<file path="src/rtl/hero_game_ctrl.sv">
// Game-flow sequencer for H.E.R.O.: part selection, lives, death/rescue handling and bomb fuse.
// Build option HERO_BONUS_LIFE_EN: each completed non-final part awards one life (saturating at 7).
module hero_game_ctrl #(
  parameter int NUM_PARTS    = 2,
  parameter int LIVES_INIT   = 3,
  parameter int DEATH_FRAMES = 60,
  parameter int DONE_FRAMES  = 90,
  parameter int BOMB_FRAMES  = 30
) (
  input  logic                 clk,
  input  logic                 rst,
  input  logic                 frame_tick,
  input  logic                 start_key,
  input  logic                 f_key,
  input  logic                 death,
  input  logic                 coll_miner,
  input  logic [9:0]           char_pos_x,
  input  logic [9:0]           char_pos_y,
  output logic [NUM_PARTS-1:0] part_sel,
  output logic                 level_enable,
  output logic [2:0]           lives,
  output logic [3:0]           b_cnt,
  output logic [9:0]           bomb_pos_x,
  output logic [9:0]           bomb_pos_y,
  output logic                 respawn,
  output logic                 game_over,
  output logic                 win,
  output logic [2:0]           state
);
  // state      | meaning
  // IDLE       | waiting for the first start press
  // PLAY       | active part rendered and playable
  // DYING      | death animation, frame timer running
  // LEVEL_DONE | miner rescued, frame timer running
  // GAME_OVER  | no lives left, start returns to IDLE
  // WIN        | last part completed, start returns to IDLE
  typedef enum logic [2:0] {
    S_IDLE       = 3'd0,
    S_PLAY       = 3'd1,
    S_DYING      = 3'd2,
    S_LEVEL_DONE = 3'd3,
    S_GAME_OVER  = 3'd4,
    S_WIN        = 3'd5
  } state_t;

  state_t     state_q, state_d;
  logic       start_q, f_q, start_edge, f_edge;
  logic [2:0] part_idx, part_idx_d, lives_d;
  logic [7:0] frm_cnt, frm_cnt_d, bomb_cnt;
  logic       respawn_d;

  assign start_edge   = start_key & ~start_q;
  assign f_edge       = f_key & ~f_q;
  assign state        = state_q;
  assign level_enable = (state_q == S_PLAY);
  assign game_over    = (state_q == S_GAME_OVER);
  assign win          = (state_q == S_WIN);
  assign part_sel     = NUM_PARTS'(1) << part_idx;

  always_ff @(posedge clk or posedge rst) begin
    if (rst) begin
      state_q  <= S_IDLE;
      part_idx <= 3'd0;
      lives    <= 3'(LIVES_INIT);
      frm_cnt  <= 8'd0;
      respawn  <= 1'b0;
      start_q  <= 1'b0;
      f_q      <= 1'b0;
    end else begin
      state_q  <= state_d;
      part_idx <= part_idx_d;
      lives    <= lives_d;
      frm_cnt  <= frm_cnt_d;
      respawn  <= respawn_d;
      start_q  <= start_key;
      f_q      <= f_key;
    end
  end

  always_comb begin
    state_d    = state_q;
    part_idx_d = part_idx;
    lives_d    = lives;
    frm_cnt_d  = frm_cnt;
    respawn_d  = 1'b0;
    case (state_q)
      S_IDLE: begin
        if (start_edge) begin
          state_d    = S_PLAY;
          lives_d    = 3'(LIVES_INIT);
          part_idx_d = 3'd0;
          respawn_d  = 1'b1;
        end
      end
      S_PLAY: begin
        // death has priority over a simultaneous rescue
        if (death) begin
          state_d   = S_DYING;
          lives_d   = (lives == 3'd0) ? 3'd0 : lives - 3'd1;
          frm_cnt_d = 8'd0;
        end else if (coll_miner) begin
          state_d   = S_LEVEL_DONE;
          frm_cnt_d = 8'd0;
        end
      end
      S_DYING: begin
        if (frame_tick) begin
          if (frm_cnt == 8'(DEATH_FRAMES - 1)) begin
            frm_cnt_d = 8'd0;
            if (lives == 3'd0) begin
              state_d = S_GAME_OVER;
            end else begin
              state_d   = S_PLAY;
              respawn_d = 1'b1;
            end
          end else begin
            frm_cnt_d = frm_cnt + 8'd1;
          end
        end
      end
      S_LEVEL_DONE: begin
        if (frame_tick) begin
          if (frm_cnt == 8'(DONE_FRAMES - 1)) begin
            frm_cnt_d = 8'd0;
            if (part_idx == 3'(NUM_PARTS - 1)) begin
              state_d = S_WIN;
            end else begin
              state_d    = S_PLAY;
              part_idx_d = part_idx + 3'd1;
              respawn_d  = 1'b1;
`ifdef HERO_BONUS_LIFE_EN
              if (lives != 3'd7) lives_d = lives + 3'd1;
`else
              lives_d = lives;
`endif
            end
          end else begin
            frm_cnt_d = frm_cnt + 8'd1;
          end
        end
      end
      S_GAME_OVER, S_WIN: begin
        if (start_edge) state_d = S_IDLE;
      end
      default: state_d = S_IDLE;
    endcase
  end

  // Bomb fuse runs only in PLAY; position stays latched after the fuse clears.
  always_ff @(posedge clk or posedge rst) begin
    if (rst) begin
      b_cnt      <= 4'd0;
      bomb_cnt   <= 8'd0;
      bomb_pos_x <= 10'd0;
      bomb_pos_y <= 10'd0;
    end else if (state_q != S_PLAY) begin
      b_cnt    <= 4'd0;
      bomb_cnt <= 8'd0;
    end else if (f_edge && (b_cnt == 4'd0)) begin
      b_cnt      <= 4'd1;
      bomb_cnt   <= 8'd0;
      bomb_pos_x <= char_pos_x;
      bomb_pos_y <= char_pos_y;
    end else if ((b_cnt != 4'd0) && frame_tick) begin
      if (bomb_cnt == 8'(BOMB_FRAMES - 1)) begin
        bomb_cnt <= 8'd0;
        b_cnt    <= (b_cnt == 4'd3) ? 4'd0 : b_cnt + 4'd1;
      end else begin
        bomb_cnt <= bomb_cnt + 8'd1;
      end
    end
  end

endmodule
</file>
<file path="config.mk">
export PLATFORM = sky130hd
export DESIGN_NAME = hero_game_ctrl
export DESIGN_NICKNAME = d
export VERILOG_FILES = /design/src/rtl/hero_game_ctrl.sv
export SDC_FILE = /design/constraint.sdc
export NUM_CORES = 1
export LEC_CHECK = 0
export ABC_CLOCK_PERIOD_IN_PS = 4300
export CORE_MARGIN = 5
export CORE_UTILIZATION = 53
export CTS_CLUSTER_SIZE = 20
export DETAILED_ROUTE_END_ITERATION = 8
export PLACE_DENSITY = 0.85
export REMOVE_ABC_BUFFERS = 1
export SETUP_SLACK_MARGIN = 0.4
export SLEW_MARGIN = 20
export SYNTH_ARGS = -nofsm -noshare
export SYNTH_HDL_FRONTEND = slang
export SYNTH_SLANG_ARGS = --single-unit
</file>
<file path="constraint.sdc">
create_clock -name clk -period 4.3 [get_ports clk]
set_input_delay 0.86 -clock clk [delete_from_list [all_inputs] [get_ports clk]]
set_output_delay 0.86 -clock clk [all_outputs]
set_load 0.005 [all_outputs]
</file>
==> flow_metrics.py <==
metrics = {
    "sta": {
        "final.min_clock_period_ns": 2.599,
        "fmax_mhz": 384.7,
        "fin_tns_setup_ns": 0,
        "slew_violations": 0,
        "max_slew_margin_pct": 41.77,
        "finalHoldViolCount": 0,
        "worst-slew-pin-transition_ns": 0.8725,
        "fin_ws_ns": 1.701,
        "fin_skew_ns": 0.009675,
        "rsz0062_at_grt": "false",
        "setup_viol": 0,
        "period_share_pct": 60.44,
    },
    "logic_synthesis": {
        "netlist_area_sq_um": 2592,
        "muxShareOfSynthArea_pct": 10.71,
        "synth.most_common_cell": "dfrtp_1",
        "synthCells": 236,
        "synthTopCellsByArea": "dfrtp_1, mux2_2, ha_1, o21ai_0, dfstp_2",
        "synth_edf_count": 0,
        "ys.flop_type": "dfrtp_1",
        "synth_xor_area_share_pct": 1.689,
        "synthSimpleGateAreaFrac_pct": 18.39,
        "synth.distinct_cells": 48,
        "synth_top_area_share_pct": 48.26,
        "avgSynthCellArea_sq_um": 10.99,
        "ys_ff_latch": 52,
        "ys_seq_area_share_pct": 50.29,
        "yosysWarnings": 0,
        "yosysTopAreaCell": "dfrtp_1",
        "synthArstFlopShare_pct": 100.0,
        "synth_top_family_by_area": "simple AND/OR/NAND/NOR gates",
        "synth-compound-area-share_pct": 12.26,
        "yosys-top-cells-count": "dfrtp_1, mux2_2, o21ai_0",
        "synthAdderAreaFrac_pct": 3.861,
    },
    "power_and_ir_drop": {
        "switching_share_pct": 34.34,
        "combPwrFrac_pct": 45.2,
        "power_switching_uw": 657.9,
        "p_int_uw": 1258,
        "power_frac_clock_pct": 15.0,
        "ir_worst_vdd_mv": 0.2633,
        "p_leak_uw": 0.001455,
        "seqPwrFrac_pct": 39.8,
        "power_density_nw_per_um2": 569.9,
    },
    "worst_hold_path": {
        "min_from": "bomb_pos_y[7]$_DFFE_PP0P_",
        "hold_path_class": "flip-flop to flip-flop",
        "whs_path_depth": 1,
        "hold_path_end": "bomb_pos_y[7]$_DFFE_PP0P_",
    },
    "clocking": {
        "cts_sinks": 52,
        "ctsResizeCount": 0,
        "h-tree-depth": 2,
        "cts-root-buf": "clkbuf_8",
        "cts_buffer_depth": 2,
        "clk_pin_slew_worst_paths_ns": 0.10,
        "cts_setup_buffers": 0,
        "hold_buffers": 0,
        "clkLatencyLatePin_ns": 0.31,
        "numCtsBuffers": 5,
        "cts_tree": "built",
    },
    "setup_path": {
        "cp-start-kind": "flip-flop",
        "worstPathArrival_ns": 1.74,
        "crit_type": "flip-flop to output pin",
        "rr_endpoint": "bomb_pos_x[3]$_DFFE_PP0P_",
        "rrSetupSlack_ns": 1.86,
        "rr_worst_depth": 6,
        "cp-end-kind": "output pin",
        "worst_ep_required_time_ns": 3.44,
        "reg2reg_from": "b_cnt[0]$_DFFE_PP0P_",
        "crit_fanout": 14,
        "cp-startpoint": "state[2]$_DFFE_PP0P_",
    },
    "placed_design": {
        "portBuffers": 62,
        "dpl.hpwl_mm": 4.170,
        "dp_slack_ns": 1.408,
        "dp_cells": 358,
        "gp_congestion": 0.7845,
    },
    "die": {
        "fp.dieW_um": 79.94,
        "die_area_sq_um": 6390,
        "ios": 63,
        "initial_core_util_pct": 54.89,
        "dieHeight_um": 79.94,
        "core_area_sq_um": 4723,
        "rows": 25,
    },
    "grt": {
        "grt_pass1_vias": 1925,
        "antenna_found_initial": 0,
        "grt_max_degree": 53,
        "grt_pass1_wl_mm": 9.218,
        "grt-ovfl-total": 0,
        "track_usage_pct": 18.29,
    },
    "cells_and_area": {
        "drive_above_1_share_pct": 13.38,
        "fill_cells": 351,
        "area_growth_pct": 29.68,
        "final-instance-count-excl-fill": 366,
        "finalNetCount": 333,
        "n_antenna_cell": 0,
    },
    "flow_run": {
        "max_cap_viol_count": 0,
    },
    "detailed_routing": {
        "drc": 0,
        "via_per_inst": 5.525,
        "vias": 2022,
        "first_iter_violations": 67,
        "routed_wl_mm": 5.580,
        "wire_per_inst_um": 15.25,
        "dr.pass1.iters": 4,
        "postRouteAntennaNets": 0,
    },
    "status": {
        "status": "finished clean",
    },
}
worst max-delay path: stages (launching register included):
cell and delay (ns):
dfrtp_1 0.57, nor3b_1 0.30, clkdlybuf4s50_1 0.57
logic make-up after synthesis:
kind of cell	Yosys count
AOI/OAI and AO/OA	47
adders and majority gates	8
and+or+nand+nor	82
DFF	52
buffers and inverters	17
muxes	25
xor gates and xnor gates	5
routing by layer:
layer  routed length (um)  share of wire (%)  up-vias  GRT usage [%]
met5                    0                  0        -              0
li1                     -                  -      985              -
met1                 2518                 45      976          23.47
met2                 2649                 47       52          31.04
met4                   85                1.5        0          5.743
met3                  326                5.8        9          3.499
worst max path at each step:
stage / depth (start not counted) / to
floorplan: 3 / bomb_pos_x[0]$_DFFE_PP0P_
global placement: 5 / b_cnt[3]$_DFFE_PP0P_
detailed placement: 5 / b_cnt[3]$_DFFE_PP0P_
CTS: 2 / game_over
global route: 5 / b_cnt[2]$_DFFE_PP0P_
finish: 2 / game_over
cells in the final DEF, fill, tap and decap left out, types with 5 or more instances in the layout:
cell type,Yosys,final
ha_1,8,8
a21oi_1,7,7
xnor2_1,5,5
clkdlybuf4s50_1,0,62
clkbuf_8,0,5
nor2b_1,5,5
dfrtp_1,50,50
nor2_1,12,12
mux2_2,22,22
nand3_1,10,10
o21ai_0,17,17
inv_1,9,8
and3_1,8,8
nand2_1,13,13
cell type report:
type	count	area [sq um]	area share (%)
flip-flops and latches	52	1304	38.78
multi-input cells	167	1216	36.17
repair buffers	63	628.1	18.68
well taps	67	83.83	2.493
clock buffers	5	68.82	2.047
inverters	9	35.03	1.042
clock inverters	3	26.28	0.7815
power by group through the flow:
stage	clock network (uW)	registers (uW)	logic [uW]
floorplan	0	762	437
global placement	0	766	838
detailed placement	0	773	872
CTS	297	761	874
global route	314	787	952
finish	287	763	866
flip-flops by register name, indices dropped and copies added, names as in the netlist:
name and count:
bomb_pos_x 10, state 3, respawn 1, start_q 1, bomb_pos_y 10, f_q 1, frm_cnt 8, lives 3
bomb_cnt 8, b_cnt 4, part_idx 3
stage by stage:
step	hold slack (ns)	cell area (sq um)	power (uW)	utilization, %
2_1_floorplan	0.5018	2554	1199	-
3_3_place_gp	0.4883	3266	1604	69.14
5_1_grt	0.5339	3362	2053	71.18
6_report	0.5136	3362	1916	71.18
3_5_place_dp	0.4935	3266	1645	69.14
4_1_cts	0.5176	3361	1933	71.15
No activity file was read; power rests on OpenSTA's default activity.
==> patch, RTL diff (same flow settings) <==
The output `respawn` loses its register stage (`respawn` becomes a continuous assignment).
--- a/src/rtl/hero_game_ctrl.sv
+++ b/src/rtl/hero_game_ctrl.sv
@@ -64,5 +64,4 @@
       lives    <= 3'(LIVES_INIT);
       frm_cnt  <= 8'd0;
-      respawn  <= 1'b0;
       start_q  <= 1'b0;
       f_q      <= 1'b0;
@@ -72,9 +71,10 @@
       lives    <= lives_d;
       frm_cnt  <= frm_cnt_d;
-      respawn  <= respawn_d;
       start_q  <= start_key;
       f_q      <= f_key;
     end
   end
+
+  assign respawn = respawn_d;
 
   always_comb begin
Function: changed (Yosys sat finds a counterexample within 4 cycles, from zero or initial values and one cycle with rst high).
==> patch against the unedited design <==
Via count down 1.4%. Die area decreased by 0.85%. Critical path depth increased by 3. Cell area decreased by 0.63%. Synthesized area down 0.97%. Total power down 1.1%. Final cell count fell by 0.27%. Wire length decreased by 2.7%. Setup slack lost 0.87 ns. Non-clock buffer count stayed put. Sequential cell count decreased by 1. Highest routed layer unchanged.
==> patch: results (changes against the unedited design) <==
first-pass GRT wire length 9.00 mm (-2.3%); status complete, no violations; met1 WL 2.48 mm (-1.4%); arrival time at the worst endpoint 2.61 ns (+0.87 ns); DR WL met2 2.47 mm (-6.8%); largest net degree at the start of global routing 52 (-1.9%); VDD IR-drop max 0.000248 V (-5.6%); Lkg Pwr 0.00144 uW (-1.0%); Vias 1,993 (-1.4%); Crit-path slowest cell clkdlybuf4s50_1; CP delay by family, top buffers and inverters; Hold EP bomb_pos_x[1]; register area share after synthesis 0.498 (-0.00485); Synth area leaders dfrtp_1 (48%), mux2_2 (9.6%), ha_1 (3.9%), o21ai_0 (3.3%), dfstp_2 (2.0%); clk_skew 0.00632 ns (-0.00335 ns); crit-path max cell delay 0.54 ns (-0.03 ns); worst reg2reg path endpoint bomb_pos_y[7]; met1 usage 0.238 (+0.00301); grt met3 use 0.0429 (+0.00790); synth cell count leaders dfrtp_1 (49), mux2_2 (22), o21ai_0 (17); met3 routed WL 374 um (+15%); antenna diode count 0 (unchanged); initial DRC count 114 (+70%); worst r2r src b_cnt[0]; fraction of layout cells with a size suffix above 1 0.134 (+0.000449); Final Wtd Congestion 0.825 (+5.1%); Max Fanout on Critical Path 7 (-7); GRT Total Usage 0.181 (-0.00162); Hold Crit Class reg2reg; CP startpoint start_key; final WL 5.43 mm (-2.7%); Final #Nets 332 (-0.30%); worst slew pin tran 0.860 ns (-0.0124 ns); vias in the first global route 1,913 (-0.62%); met2 global-route usage 0.293 (-0.0174); placed wire-length estimate 3.95 mm (-5.3%); max layer used met4; Hold Crit Start bomb_pos_x[1]
patch: cell types whose count changed in the layout (fill, tap and decap cells not counted):
| cell | delta |
|---|---|
| clkbuf_8 | +1 |
| clkinv_4 | -1 |
| clkinvlp_4 | +1 |
| dfrtp_1 | -1 |
| inv_6 | -1 |
patch: layout make-up:
class,instances,area [um2]
flip-flops and latches,51,1280
inverters,9,35.0
clock inverters,2,16.3
multi-input cells,167,1220
well taps,67,83.8
clock buffers,6,82.6
fillers,356,1380
repair buffers,63,628
patch: cells by family (layout without fill, tap and decap cells):
kind of cell,after synthesis,in the layout,synth area share
AND/OR/NAND/NOR,82,82,0.186
flip-flops,51,51,0.498
AO/OA/AOI/OAI,47,47,0.124
multiplexers,25,25,0.108
buffers and inverters,17,80,0.0283
adder cells (fa/ha/maj),8,8,0.0390
XOR/XNOR,5,5,0.0171
patch: metrics by stage:
step | setup slack [ns] | hold slack, ns | cells | cell area, um2 | total power [uW]
3_3_place_gp | 0.857 | 0.485 | 357 | 3240 | 1600
3_5_place_dp | 0.837 | 0.492 | 357 | 3240 | 1620
6_report | 0.835 | 0.509 | 365 | 3340 | 1900
2_1_floorplan | 1.76 | 0.502 | 227 | 2530 | 1190
5_1_grt | 0.750 | 0.526 | 365 | 3340 | 2040
4_1_cts | 0.828 | 0.513 | 365 | 3340 | 1920
patch: worst max-delay path by stage:
stage | endpoint | depth (start not counted) | slack [ns]
6_report | respawn | 5 | 0.83
5_1_grt | respawn | 5 | 0.75
4_1_cts | respawn | 5 | 0.83
3_5_place_dp | respawn | 5 | 0.84
3_3_place_gp | respawn | 5 | 0.86
2_1_floorplan | bomb_pos_x[0] | 3 | 1.76
patch: power breakdown:
| group | internal [uW] | switching, uW |
|---|---|---|
| sequential | 630 | 121 |
| clock | 131 | 157 |
| combinational | 498 | 358 |
